**config.mk**
```make
export PLATFORM = sky130hd
export DESIGN_NAME = snd_mixer_flat
export DESIGN_NICKNAME = d
export VERILOG_FILES = /design/src/rtl/snd_pkg.sv /design/src/rtl/snd_mixer_if.sv /design/src/rtl/snd_voice.sv /design/src/rtl/snd_mixer.sv /design/src/flat_wrapper.sv
export SDC_FILE = /design/constraint.sdc
export NUM_CORES = 1
export LEC_CHECK = 0
export CAP_MARGIN = 20
export CORE_MARGIN = 3
export CORE_UTILIZATION = 45
export CTS_BUF_LIST = sky130_fd_sc_hd__clkbuf_4
export CTS_CLUSTER_SIZE = 16
export DETAILED_ROUTE_END_ITERATION = 12
export GPL_ROUTABILITY_DRIVEN = 0
export PLACE_DENSITY_LB_ADDON = 0.2
export SLEW_MARGIN = 20
export SYNTH_ARGS = -nofsm -noshare
export SYNTH_HDL_FRONTEND = slang
export SYNTH_SLANG_ARGS = --single-unit
```
**constraint.sdc**
```tcl
create_clock -name aud_mclk -period 6.3 [get_ports aud_mclk]
set_clock_uncertainty 0.05 [all_clocks]
set_input_delay 1.575 -clock aud_mclk [delete_from_list [all_inputs] [get_ports aud_mclk]]
set_output_delay 1.575 -clock aud_mclk [all_outputs]
set_load 0.1 [all_outputs]
```
**src/rtl/snd_pkg.sv**
```systemverilog
// snd_pkg: shared definitions for the sound mixer slice.
//   - default voice count, ROM address width and accumulator width
//   - sweep FSM state codes and the mix_state_t enum built on them
//   - sat16(): clamps a wide signed mix value to a 16-bit DAC word
//   - start/end ROM addresses of the sound effects stored in the ROM
package snd_pkg;

  localparam int NV_DEF   = 4;
  localparam int AW_DEF   = 15;
  localparam int ACCW_DEF = 20;

  localparam logic [2:0] ST_IDLE = 3'd0;
  localparam logic [2:0] ST_ADDR = 3'd1;
  localparam logic [2:0] ST_WAIT = 3'd2;
  localparam logic [2:0] ST_ACC  = 3'd3;
  localparam logic [2:0] ST_SAT  = 3'd4;

  typedef enum logic [2:0] {
    IDLE = ST_IDLE,
    ADDR = ST_ADDR,
    WAIT = ST_WAIT,
    ACC  = ST_ACC,
    SAT  = ST_SAT
  } mix_state_t;

  // Sound effect locations in the shared 8-bit sound ROM (inclusive ranges).
  localparam logic [AW_DEF-1:0] SND_TICTAC_START    = 15'h0000;
  localparam logic [AW_DEF-1:0] SND_TICTAC_END      = 15'h03FF;
  localparam logic [AW_DEF-1:0] SND_EXPLOSION_START = 15'h0400;
  localparam logic [AW_DEF-1:0] SND_EXPLOSION_END   = 15'h2BFF;
  localparam logic [AW_DEF-1:0] SND_PICK_ITEM_START = 15'h2C00;
  localparam logic [AW_DEF-1:0] SND_PICK_ITEM_END   = 15'h33FF;
  localparam logic [AW_DEF-1:0] SND_OUCH_START      = 15'h3400;
  localparam logic [AW_DEF-1:0] SND_OUCH_END        = 15'h47FF;
  localparam logic [AW_DEF-1:0] SND_CRI_START       = 15'h4800;
  localparam logic [AW_DEF-1:0] SND_CRI_END         = 15'h5FFF;

  // Clamp a signed mix value into the 16-bit two's complement DAC range.
  function automatic logic [15:0] sat16(input logic signed [31:0] acc);
    if (acc > 32'sd32767) begin
      return 16'h7FFF;
    end else if (acc < -32'sd32768) begin
      return 16'h8000;
    end else begin
      return acc[15:0];
    end
  endfunction

endpackage

```
**src/rtl/snd_mixer_if.sv**
```systemverilog
// snd_mixer_if: read port of the shared sound ROM.
//   rom_addr : address driven by the mixer (master)
//   rom_data : signed 8-bit sample returned by the ROM (slave), one cycle later
interface snd_mixer_if
  import snd_pkg::*;
#(
  parameter int AW = AW_DEF
);
  logic [AW-1:0] rom_addr;
  logic [7:0]    rom_data;

  modport master (output rom_addr, input rom_data);
  modport slave  (input rom_addr, output rom_data);
endinterface

```
**src/rtl/snd_voice.sv**
```systemverilog
// snd_voice: state of one playback voice.
//   trig, start_addr, end_addr : start request; the range is captured with the trigger
//   apply                      : mixer is idle, a pending start may take effect
//   step                       : the mixer has just consumed this voice's sample
//   addr, active               : current ROM address and playing flag
module snd_voice
  import snd_pkg::*;
#(
  parameter int AW = AW_DEF
) (
  input  logic          aud_mclk,
  input  logic          reset_n,
  input  logic          trig,
  input  logic [AW-1:0] start_addr,
  input  logic [AW-1:0] end_addr,
  input  logic          apply,
  input  logic          step,
  output logic [AW-1:0] addr,
  output logic          active
);

  logic          pending_q, pending_d;
  logic          active_q, active_d;
  logic [AW-1:0] addr_q, addr_d;
  logic [AW-1:0] endr_q, endr_d;
  // Range captured at trigger time so a deferred start uses the requested sound.
  logic [AW-1:0] nstart_q, nstart_d;
  logic [AW-1:0] nend_q, nend_d;

  always_comb begin
    pending_d = pending_q;
    active_d  = active_q;
    addr_d    = addr_q;
    endr_d    = endr_q;
    nstart_d  = nstart_q;
    nend_d    = nend_q;
    if (apply && pending_q) begin
      pending_d = 1'b0;
      active_d  = 1'b1;
      addr_d    = nstart_q;
      endr_d    = nend_q;
    end else if (step && active_q) begin
      // start > end also stops after the first sample; the address wraps naturally.
      if (addr_q >= endr_q) begin
        active_d = 1'b0;
      end else begin
        addr_d = addr_q + 1'b1;
      end
    end
    // A trigger arriving together with apply stays pending for the next idle cycle.
    if (trig) begin
      pending_d = 1'b1;
      nstart_d  = start_addr;
      nend_d    = end_addr;
    end
  end

  always_ff @(posedge aud_mclk or negedge reset_n) begin
    if (!reset_n) begin
      pending_q <= 1'b0;
      active_q  <= 1'b0;
      addr_q    <= '0;
      endr_q    <= '0;
      nstart_q  <= '0;
      nend_q    <= '0;
    end else begin
      pending_q <= pending_d;
      active_q  <= active_d;
      addr_q    <= addr_d;
      endr_q    <= endr_d;
      nstart_q  <= nstart_d;
      nend_q    <= nend_d;
    end
  end

  assign addr   = addr_q;
  assign active = active_q;

endmodule

```
**src/rtl/snd_mixer.sv**
```systemverilog
// snd_mixer: polyphonic sample player and mixer feeding the codec DAC.
//   aud_mclk, reset_n          : codec master clock, async active-low reset
//   data_ena                   : codec requests a new sample (starts one sweep)
//   trig/start_addr/end_addr   : per-voice start pulse and inclusive ROM range
//   volume                     : per-voice 4-bit gain, read while sweeping
//   rom                        : shared sound ROM read port (1-cycle latency)
//   dac_data_l/dac_data_r      : saturated mix, identical on both channels
//   voice_active               : per-voice playing flags
//   overrun                    : pulse when data_ena arrives mid-sweep
// Each sweep visits every voice for three cycles (ADDR, WAIT, ACC) so the DAC
// update always lands 3*NV+2 cycles after data_ena.
module snd_mixer
  import snd_pkg::*;
#(
  parameter int NV   = NV_DEF,
  parameter int AW   = AW_DEF,
  parameter int ACCW = ACCW_DEF
) (
  input  logic             aud_mclk,
  input  logic             reset_n,
  input  logic             data_ena,
  input  logic [NV-1:0]    trig,
  input  logic [NV*AW-1:0] start_addr,
  input  logic [NV*AW-1:0] end_addr,
  input  logic [NV*4-1:0]  volume,
  snd_mixer_if.master      rom,
  output logic [15:0]      dac_data_l,
  output logic [15:0]      dac_data_r,
  output logic [NV-1:0]    voice_active,
  output logic             overrun
);

  localparam int CW = (NV > 1) ? $clog2(NV) : 1;
  localparam logic [CW-1:0] LAST_V = CW'(NV - 1);

  mix_state_t             state_q, state_d;
  logic [CW-1:0]          cur_q, cur_d;
  logic signed [ACCW-1:0] acc_q, acc_d;
  logic [AW-1:0]          rom_addr_q, rom_addr_d;
  logic [15:0]            dac_q, dac_d;
  logic                   overrun_q, overrun_d;

  logic [AW-1:0]          v_addr [NV];
  logic [3:0]             v_vol  [NV];
  logic [NV-1:0]          v_active;
  logic [NV-1:0]          v_step;
  logic                   v_apply;

  logic signed [12:0]     smp_x, vol_x, prod;
  logic signed [ACCW-1:0] term;

  // Pending starts only take effect while no sweep is in flight.
  assign v_apply = (state_q == IDLE);

  for (genvar i = 0; i < NV; i++) begin : g_voice
    assign v_vol[i]  = volume[i*4 +: 4];
    assign v_step[i] = (state_q == ACC) && (cur_q == CW'(i));

    snd_voice #(.AW(AW)) u_voice (
      .aud_mclk   (aud_mclk),
      .reset_n    (reset_n),
      .trig       (trig[i]),
      .start_addr (start_addr[i*AW +: AW]),
      .end_addr   (end_addr[i*AW +: AW]),
      .apply      (v_apply),
      .step       (v_step[i]),
      .addr       (v_addr[i]),
      .active     (v_active[i])
    );
  end

  // sample * gain fits 13 bits signed; <<4 places volume 15 at 15/16 of {sample, 8'b0}.
  assign smp_x = {{5{rom.rom_data[7]}}, rom.rom_data};
  assign vol_x = {9'b0, v_vol[cur_q]};
  assign prod  = smp_x * vol_x;
  assign term  = {{(ACCW-17){prod[12]}}, prod, 4'b0000};

  always_comb begin
    state_d    = state_q;
    cur_d      = cur_q;
    acc_d      = acc_q;
    rom_addr_d = rom_addr_q;
    dac_d      = dac_q;
    overrun_d  = data_ena && (state_q != IDLE);
    unique case (state_q)
      IDLE: begin
        if (data_ena) begin
          state_d = ADDR;
          cur_d   = '0;
          acc_d   = '0;
        end
      end
      ADDR: begin
        rom_addr_d = v_addr[cur_q];
        state_d    = WAIT;
      end
      WAIT: begin
        state_d = ACC;
      end
      ACC: begin
        if (v_active[cur_q]) begin
          acc_d = acc_q + term;
        end
        if (cur_q == LAST_V) begin
          state_d = SAT;
        end else begin
          cur_d   = cur_q + 1'b1;
          state_d = ADDR;
        end
      end
      SAT: begin
        dac_d   = sat16(32'(acc_q));
        state_d = IDLE;
      end
      default: begin
        state_d = IDLE;
      end
    endcase
  end

  always_ff @(posedge aud_mclk or negedge reset_n) begin
    if (!reset_n) begin
      state_q    <= IDLE;
      cur_q      <= '0;
      acc_q      <= '0;
      rom_addr_q <= '0;
      dac_q      <= '0;
      overrun_q  <= 1'b0;
    end else begin
      state_q    <= state_d;
      cur_q      <= cur_d;
      acc_q      <= acc_d;
      rom_addr_q <= rom_addr_d;
      dac_q      <= dac_d;
      overrun_q  <= overrun_d;
    end
  end

  assign rom.rom_addr = rom_addr_q;
  assign dac_data_l   = dac_q;
  assign dac_data_r   = dac_q;
  assign voice_active = v_active;
  assign overrun      = overrun_q;

endmodule

```
**src/flat_wrapper.sv**
```systemverilog
// flat-port wrapper written by rule: the top's interface ports become plain ports
module snd_mixer_flat import snd_pkg::*;
#(
  parameter int NV   = NV_DEF,
  parameter int AW   = AW_DEF,
  parameter int ACCW = ACCW_DEF
)
  (aud_mclk, reset_n, data_ena, trig, start_addr, end_addr, volume, dac_data_l, dac_data_r, voice_active, overrun, rom_rom_addr, rom_rom_data);
  snd_mixer_if #(.AW(AW)) rom_i ();
  input  logic aud_mclk;
  input  logic reset_n;
  input  logic data_ena;
  input  logic [NV-1:0] trig;
  input  logic [NV*AW-1:0] start_addr;
  input  logic [NV*AW-1:0] end_addr;
  input  logic [NV*4-1:0] volume;
  output logic [15:0] dac_data_l;
  output logic [15:0] dac_data_r;
  output logic [NV-1:0] voice_active;
  output logic overrun;
  output wire logic [$bits(rom_i.rom_addr)-1:0] rom_rom_addr;
  input wire logic [$bits(rom_i.rom_data)-1:0] rom_rom_data;
  assign rom_rom_addr = rom_i.rom_addr;
  assign rom_i.rom_data = rom_rom_data;
  snd_mixer #(.NV(NV), .AW(AW), .ACCW(ACCW)) u_core (.aud_mclk(aud_mclk), .reset_n(reset_n), .data_ena(data_ena), .trig(trig), .start_addr(start_addr), .end_addr(end_addr), .volume(volume), .rom(rom_i), .dac_data_l(dac_data_l), .dac_data_r(dac_data_r), .voice_active(voice_active), .overrun(overrun));
endmodule
```
### Word level (Yosys, flattened, before mapping)

Index checks and enable logic that the tools add are counted.

* add/sub/neg operators: 6
* $mul: 1
* order comparisons: 8
* equal/unequal tests: 14
* multiplexer cells: 51
* bitwise gates (word level): 1
* reductions and logical operators: 39

Operator list (count)
* $mux 15: 14
* $add 15x1->15 const B: 4
* $ge 15x15->1: 4
* $mux 20: 2
* $pmux 20 s2: 1
* $mux 16: 2
* $bmux 15 s2: 1
* $reduce_bool 2->1: 13
* $mux 1: 21
* $add 20x17->20: 1
* $gt 20x16->1 const B: 1
* $lt 20x16->1 const B: 1
* $reduce_and 2->1: 8
* $ne 2x2->1 const B: 7
* $logic_and 1x1->1: 13
* $mul 8x5->13: 1
* $pmux 3 s4: 1
* $bmux 4 s2: 1
* $mux 4: 2
* $eq 3x2->1 const B: 2
* $mux 3: 2
* $reduce_and 3->1: 2
* $eq 2x2->1 const B: 2
* $mux 2: 2
* other kinds (12): 12

* bits in registers: 305
* bits of input ports: 151
* output and inout bits: 52
* logic and storage cells: 150

### Depth between registers and ports, before layout

Gate-level depths: netlist of the first run.

* depth in word-level cells: 8
* mapped depth: 26
* gate-level depth less buffers: 24

### Cells and area by module

A second synthesis of the first run with hierarchy kept.

* cell total of the unflattened synthesis: 1575
* area total of the unflattened synthesis: 16452.0 um^2

By module, submodules not included
* snd_voice: times used 4, cells an instance 272, area each 2951.6 um^2, sequential area each 1551.5 um^2
* snd_mixer: times used 1, cells an instance 487, area each 4645.7 um^2, sequential area each 1251.2 um^2

### Worst setup path after synthesis of the first run

No wires, ideal clock.

* kind: input -> register
* start point: input volume[14]
* end point: register u_core.acc_q[19]
* arrival time: 6.610 ns
* setup slack: -0.443 ns
* stages on the path: 20
* path buffers: 0
* cell sequence: mux4_2 > and2_1 > ha_1 > fa_1 > inv_1 > fa_1 > inv_1 > ha_1 > or4_1 > o21ai_0 > o21ai_0 > xnor2_1 > ha_1 > a21o_1 > a21o_1 > a311o_1 > o221ai_1 > xor2_1 > a21oi_1 > o22ai_1

* longest elaborated chain between the ends: 7

RTL lines
* start, declared: line flat_wrapper.sv:16 `input logic [NV*4-1:0] volume;`
* $bmux 4 s2: line snd_mixer.sv:74 `assign vol_x = {9'b0, v_vol[cur_q]};`
* $mux 4 (implied by the code) (2 in series): line snd_mixer.sv:74
* $mul 8x5->13: line snd_mixer.sv:75 `assign prod = smp_x * vol_x;`
* $add 20x17->20: line snd_mixer.sv:102 `acc_d = acc_q + term;`
* $mux 20: line snd_mixer.sv:101 `if (v_active[cur_q]) begin`
* $pmux 20 s2: line snd_mixer.sv:85 `unique case (state_q)`
* end signal, assigned: line snd_mixer.sv:125 `acc_q <= '0;`
* end signal, assigned: line snd_mixer.sv:132 `acc_q <= acc_d;`
* end, declared: line snd_mixer.sv:38 `logic signed [ACCW-1:0] acc_q, acc_d;`

No other way between the ends. The select of a mux whose other input is x is not followed.
A chain may end at the register's enable or synchronous reset.

### Worst setup path in the final report of the first run

* start point: input volume[13]
* end point: register u_core.acc_q[19]

Same word-level chain as after synthesis.

==> impl_metrics.tcl, run 1 <==
set metrics [dict create \
    grt_pass1_vias 12700 \
    synth_area_leaders "dfrtp_1 (46%), mux2_2 (11%), ha_1 (8.2%), nand2_1 (3.9%), o21ai_0 (3.3%)" \
    cts_root_buf "clkbuf_4" \
    ant_nets 0 \
    pwr-share-comb 0.601 \
    worst_pin_slew_ps 1090 \
    syn_area_um2 16300 \
    hold_buffers 0 \
    ys_seq_area_frac 0.458 \
    synth_top_cell_by_area "dfrtp_1" \
    clock_latency_ps 730 \
    power_frac_seq 0.266 \
    required_ps 6840 \
    synthToLayoutAreaGrowth_pct 24.1 \
    crit_arrival_ps 6690 \
    start_util 0.457 \
    io_buffers 202 \
    ir_drop_uv 427 \
    gr-total-overflow 0 \
    synth_top_area_frac 0.458 \
    syn_inst 1504 \
    yosysWarnings 0 \
    reg2reg_to "u_core.acc_q[19]$_DFFE_PN0P_" \
    syn_nets 1780 \
    fin_nets 2053 \
    seqCellArea_um2 7460 \
    p_int_uw 6590 \
    fp.dieW_um 196 \
    die_area_um2 38500 \
    grt_antenna_before_repair 1 \
    final_cells 2288 \
    routed-via-count 12200 \
    ios 203 \
    synth-seq-cells 298 \
    drv_slew 0 \
    dpl.hpwl_um 29800 \
    cap_viol_max_count 0 \
    drc 0 \
    endpoint_kind "flip-flop" \
    power.leakage_uw 0.00914 \
    wire_per_inst_um 17.7 \
    status "complete, no violations" \
    fp.dieH_um 196 \
    hp-start "u_core.g_voice[3].u_voice.nend_q[1]$_DFFE_PN0P_" \
    grt_pass1_wl_um 65200 \
    cp-start-kind "primary input" \
    path_clk_slew_ps 80 \
    mostFrequentLayoutCells "dfrtp_1 (298), clkdlybuf4s50_1 (193), nand2_1 (168)" \
    cts_tree "done" \
    clockPowerShare 0.133 \
    max_slew_margin 0.269 \
    hold_path.class "flip-flop to flip-flop" \
    design_area_um2 20200 \
    r2r_start "u_core.cur_q[0]$_DFFE_PN0P_" \
    grt_max_degree 153 \
    core_area_um2 35600 \
    final_common_cell "dfrtp_1" \
    wl_um 40500 \
    finalHoldViolations 0 \
    max_freq_mhz 162 \
    cts_buffers 81 \
    r2r_slack_ps 580 \
    synth_edf_count 0 \
    vias_per_cell 5.35 \
    multi_input_area_um2 8190 \
    synth-main-ff-cell "dfrtp_1" \
    clockBufferDepth 3 \
    switching_share 0.456 \
    rsz0062_at_grt "false" \
    whs_endpoint "u_core.g_voice[3].u_voice.endr_q[1]$_DFFE_PN0P_" \
    setup_viol 0 \
    worstSetupPathType "primary input to flip-flop" \
    drt_iter0_drc 754 \
    r2r_cells 20 \
    rows 69 \
    cp_max_fo 6 \
    drive_gt1_frac 0.230 \
    grt_use_total 0.211 \
    finalSetupTns_ps 0 \
    p_per_area_nw_per_um2 600 \
    clock_sinks 298 \
    post-route-util 0.568 \
    htreeDepth 3 \
    place_area_um2 19100 \
    placed_cells 2154 \
    finalCritPeriodShare 0.977 \
    fin_crit_ps 6160 \
    p_switching_uw 5530 \
    syn_avg_cell_area_um2 10.8 \
    synthDistinctLibCells 69 \
    first_pass_iters 5 \
    fill_cells 3100 \
    synth-async-reset-ratio 1.00 \
    hold_depth 2 \
]
registers in the layout (all words and copies together) (netlist names), 2 cells and up:
name / count
u_core.g_voice.u_voice.pending_q: 4
u_core.g_voice.u_voice.active: 4
u_core.rom.rom_addr: 15
u_core.acc_q: 16
u_core.state_q: 3
u_core.g_voice.u_voice.endr_q: 60
u_core.g_voice.u_voice.addr: 60
u_core.g_voice.u_voice.nstart_q: 60
u_core.g_voice.u_voice.nend_q: 60
u_core.cur_q: 2
u_core.dac_data_l: 13
worst max-delay path by stage:
stage | start | end | slack, ps | depth (start not counted)
3_5_place_dp | volume[15] | u_core.acc_q[19]$_DFFE_PN0P_ | -670 | 21
3_3_place_gp | volume[15] | u_core.acc_q[19]$_DFFE_PN0P_ | -510 | 21
6_report | volume[13] | u_core.acc_q[19]$_DFFE_PN0P_ | 140 | 21
4_1_cts | volume[15] | u_core.acc_q[19]$_DFFE_PN0P_ | 120 | 21
2_1_floorplan | volume[15] | u_core.acc_q[19]$_DFFE_PN0P_ | -30 | 20
5_1_grt | volume[13] | u_core.acc_q[19]$_DFFE_PN0P_ | 5 | 21
power groups by stage:
stage	registers (uW)	logic, uW	clock network, uW
3_5_place_dp	3250	7140	0
2_1_floorplan	3510	4660	0
4_1_cts	3220	7180	1670
5_1_grt	3290	8050	1780
3_3_place_gp	3230	6920	0
6_report	3230	7280	1610
metal layers:
layer,GRT usage,part of all wire
met5,0,0
met4,0.0702,0.024
met2,0.362,0.50
met1,0.267,0.43
met3,0.0426,0.047
cells by family after synthesis:
| logic type | count (synthesis) | synth area share |
|---|---|---|
| compound gates | 269 | 0.105 |
| simple gates | 382 | 0.113 |
| xor+xnor | 47 | 0.0253 |
| mux | 184 | 0.140 |
| fa+ha+maj | 125 | 0.104 |
| buf+inv | 199 | 0.0540 |
| flops | 298 | 0.458 |
final cells by class:
| type | count | share of cell area |
|---|---|---|
| clock buffers | 114 | 0.0424 |
| diodes | 2 | 0.000248 |
| multi-input cells | 1007 | 0.406 |
| flip-flops and latches | 298 | 0.369 |
| repair buffers | 272 | 0.128 |
| well taps | 461 | 0.0286 |
| inverters | 117 | 0.0217 |
| clock inverters | 17 | 0.00409 |
critical path, cell delays in order:
cell and delay, ps:
clkdlybuf4s50_1 390, mux4_2 520, buf_4 190, and2_1 180, fa_1 520, inv_2 40, fa_1 510, inv_2 40
ha_4 150, or4_4 520, o21ai_4 160, o21ai_2 100, xnor2_2 140, ha_1 300, a21o_1 170, a21o_1 200
a311o_1 330, o221ai_2 140, xor2_1 260, buf_4 160, o22ai_2 80
through the flow:
stage,hold WS [ps],power (uW),worst slack (ps)
finish,405,12100,142
global placement,410,10200,-512
global route,443,13100,5.26
CTS,422,12100,121
floorplan,385,8160,-27.9
detailed placement,416,10400,-666
synth_stat cells (all sizes together) (26+ instances only):
master	number
dfrtp	298
a21oi	57
and2	33
inv	117
nor2	39
nand2	170
nand3	34
clkbuf	30
buf	52
a21o	26
and3	34
xnor2	26
mux2	154
ha	107
o21ai	109
what timing repair did:
| action | CTS | global route |
|---|---|---|
| gates resized for setup | 0 | 33 |
| setup endpoints to repair | 0 | 2 |
| buffers inserted | 0 | 1 |
Note: power is estimated with default switching activity, not from simulation.
==> run 2: changes to the inputs <==
Settings changed: CORE_UTILIZATION 45 to 52.
==> run 2 against run 1 <==
Sequential share of layout area about the same. Utilization increased by 9.0 points. Clock power increased by 4%. Combinational power increased by 1%. Via count increased by 1.1%. Sequential power about the same. Cell count decreased by 2.6%. Die area decreased by 13%. Non-clock buffer count increased by 1. Clock-buffer cell count increased by 3. Global-route usage increased by 2.5 points. Largest power group unchanged. Highest routed layer unchanged.
==> impl_metrics.tcl, run 2 (synthesis gave the netlist of run 1 again) <==
set metrics [dict create \
    grt_use_total 0.236 \
    drt_iter0_drc 735 \
    required_ps 6840 \
    drc 0 \
    cp_slowest_cell "mux4_2" \
    p_per_area_nw_per_um2 608 \
    start_util 0.529 \
    endpoint_kind "flip-flop" \
    drv_slew 0 \
    fin_crit_ps 6100 \
    worstSetupPathType "primary input to flip-flop" \
    placed_cells 2089 \
    final_cells 2229 \
    rows 64 \
    synthToLayoutAreaGrowth_pct 24.2 \
    max_slew_margin 0.267 \
    cpPeakStageDelay_ps 540 \
    cp_max_fo 5 \
    cp-start-kind "primary input" \
    drive_gt1_frac 0.234 \
    grt_pass1_vias 12700 \
    fp.dieH_um 183 \
    dpl.hpwl_um 29000 \
    cts_tree "done" \
    power.leakage_uw 0.00916 \
    fin_hold_ws_ps 421 \
    io_buffers 202 \
    ant_nets 0 \
    final_common_cell "dfrtp_1" \
    finalCritPeriodShare 0.968 \
    ir_drop_uv 487 \
    ios 203 \
    max_freq_mhz 164 \
    setup_viol 0 \
    finalHoldViolations 0 \
    wl_um 39600 \
    hold_buffers 0 \
    dpl_worst_slack_ps -618 \
    routed-via-count 12400 \
    fp.dieW_um 183 \
    mostFrequentLayoutCells "dfrtp_1 (298), clkdlybuf4s50_1 (193), nand2_1 (168)" \
    cts_buffers 80 \
    path_clk_slew_ps 70 \
    crit_arrival_ps 6640 \
    status "complete, no violations" \
    finalSetupTns_ps 0 \
    grt_max_degree 133 \
    clockBufferDepth 3 \
    grt_antenna_before_repair 1 \
    htreeDepth 3 \
    clock_sinks 298 \
    rsz0062_at_grt "false" \
    hold_path.class "flip-flop to flip-flop" \
    first_pass_iters 5 \
    cap_viol_max_count 0 \
    cts_root_buf "clkbuf_4" \
    fin_nets 2053 \
    worst_pin_slew_ps 1100 \
    wire_per_inst_um 17.8 \
    die_area_um2 33400 \
    grt_pass1_wl_um 63500 \
    core_area_um2 30700 \
    cpMostUsedCell "a21o_1" \
    vias_per_cell 5.55 \
    gr-total-overflow 0 \
    final.setup.worst_slack_ps 201 \
    clock_latency_ps 690 \
    power_uw 12300 \
]
run 2: final timing paths:
path                                                                    from                                              end  slack, ps  cells past startpoint
max                                                               volume[13]                     u_core.acc_q[19]$_DFFE_PN0P_        200                     25
min                        u_core.g_voice[3].u_voice.nstart_q[5]$_DFFE_PN0P_    u_core.g_voice[3].u_voice.addr[5]$_DFFE_PN0P_        420                      2
max reg2reg                                      u_core.cur_q[0]$_DFFE_PN0P_                     u_core.acc_q[19]$_DFFE_PN0P_        650                     20
min reg2reg                u_core.g_voice[3].u_voice.nstart_q[5]$_DFFE_PN0P_    u_core.g_voice[3].u_voice.addr[5]$_DFFE_PN0P_        420                      2
max in group asynchronous                                            reset_n  u_core.g_voice[3].u_voice.endr_q[2]$_DFFE_PN0P_       4000                      2
min in group asynchronous                                            reset_n                u_core.dac_data_l[11]$_DFFE_PN0N_        870                      1
run 2: report_power, final:
group	internal, uW	switching [uW]
clock network	889	782
logic	3260	4120
registers	2530	700
run 2: worst max-delay path, delay by kind of cell:
family	cells	cell delay [ps]
AOI/OAI and AO/OA	13	2190
adders and majority gates	4	1170
buffers and inverters	4	690
muxes	1	540
xor gates and xnor gates	2	290
and+or+nand+nor	1	180
run 2: per-stage QoR:
step | cell area (um2) | utilization
after CTS | 20000 | 0.650
after global placement | 19000 | 0.618
final | 20200 | 0.657
after detailed placement | 19000 | 0.618
after global routing | 20200 | 0.657
after floorplan | 16400 | -
run 2: per-layer routing:
metal | track usage | part of all wire | vias up
met5 | 0 | 0 | -
met4 | 0.0945 | 0.032 | 0
met3 | 0.0450 | 0.055 | 85
met2 | 0.402 | 0.50 | 376
met1 | 0.299 | 0.42 | 6048
li1 | - | - | 5863
run 2: final cells by class:
class                      instances  area [um2]
tap                              396         495
clock inverter                    20         111
fill                            2482       10500
sequential                       298        7460
antenna                            1        2.50
clock buffer                     117         878
timing repair buffer             273        2600
inverter                         117         439
multi-input combinational       1007        8230
run 2: timing repair:
action	in CTS	in global routing
gates resized for setup	0	41
buffers inserted	0	3
endpoints found under the hold margin	0	0
endpoints found under the setup margin	0	2
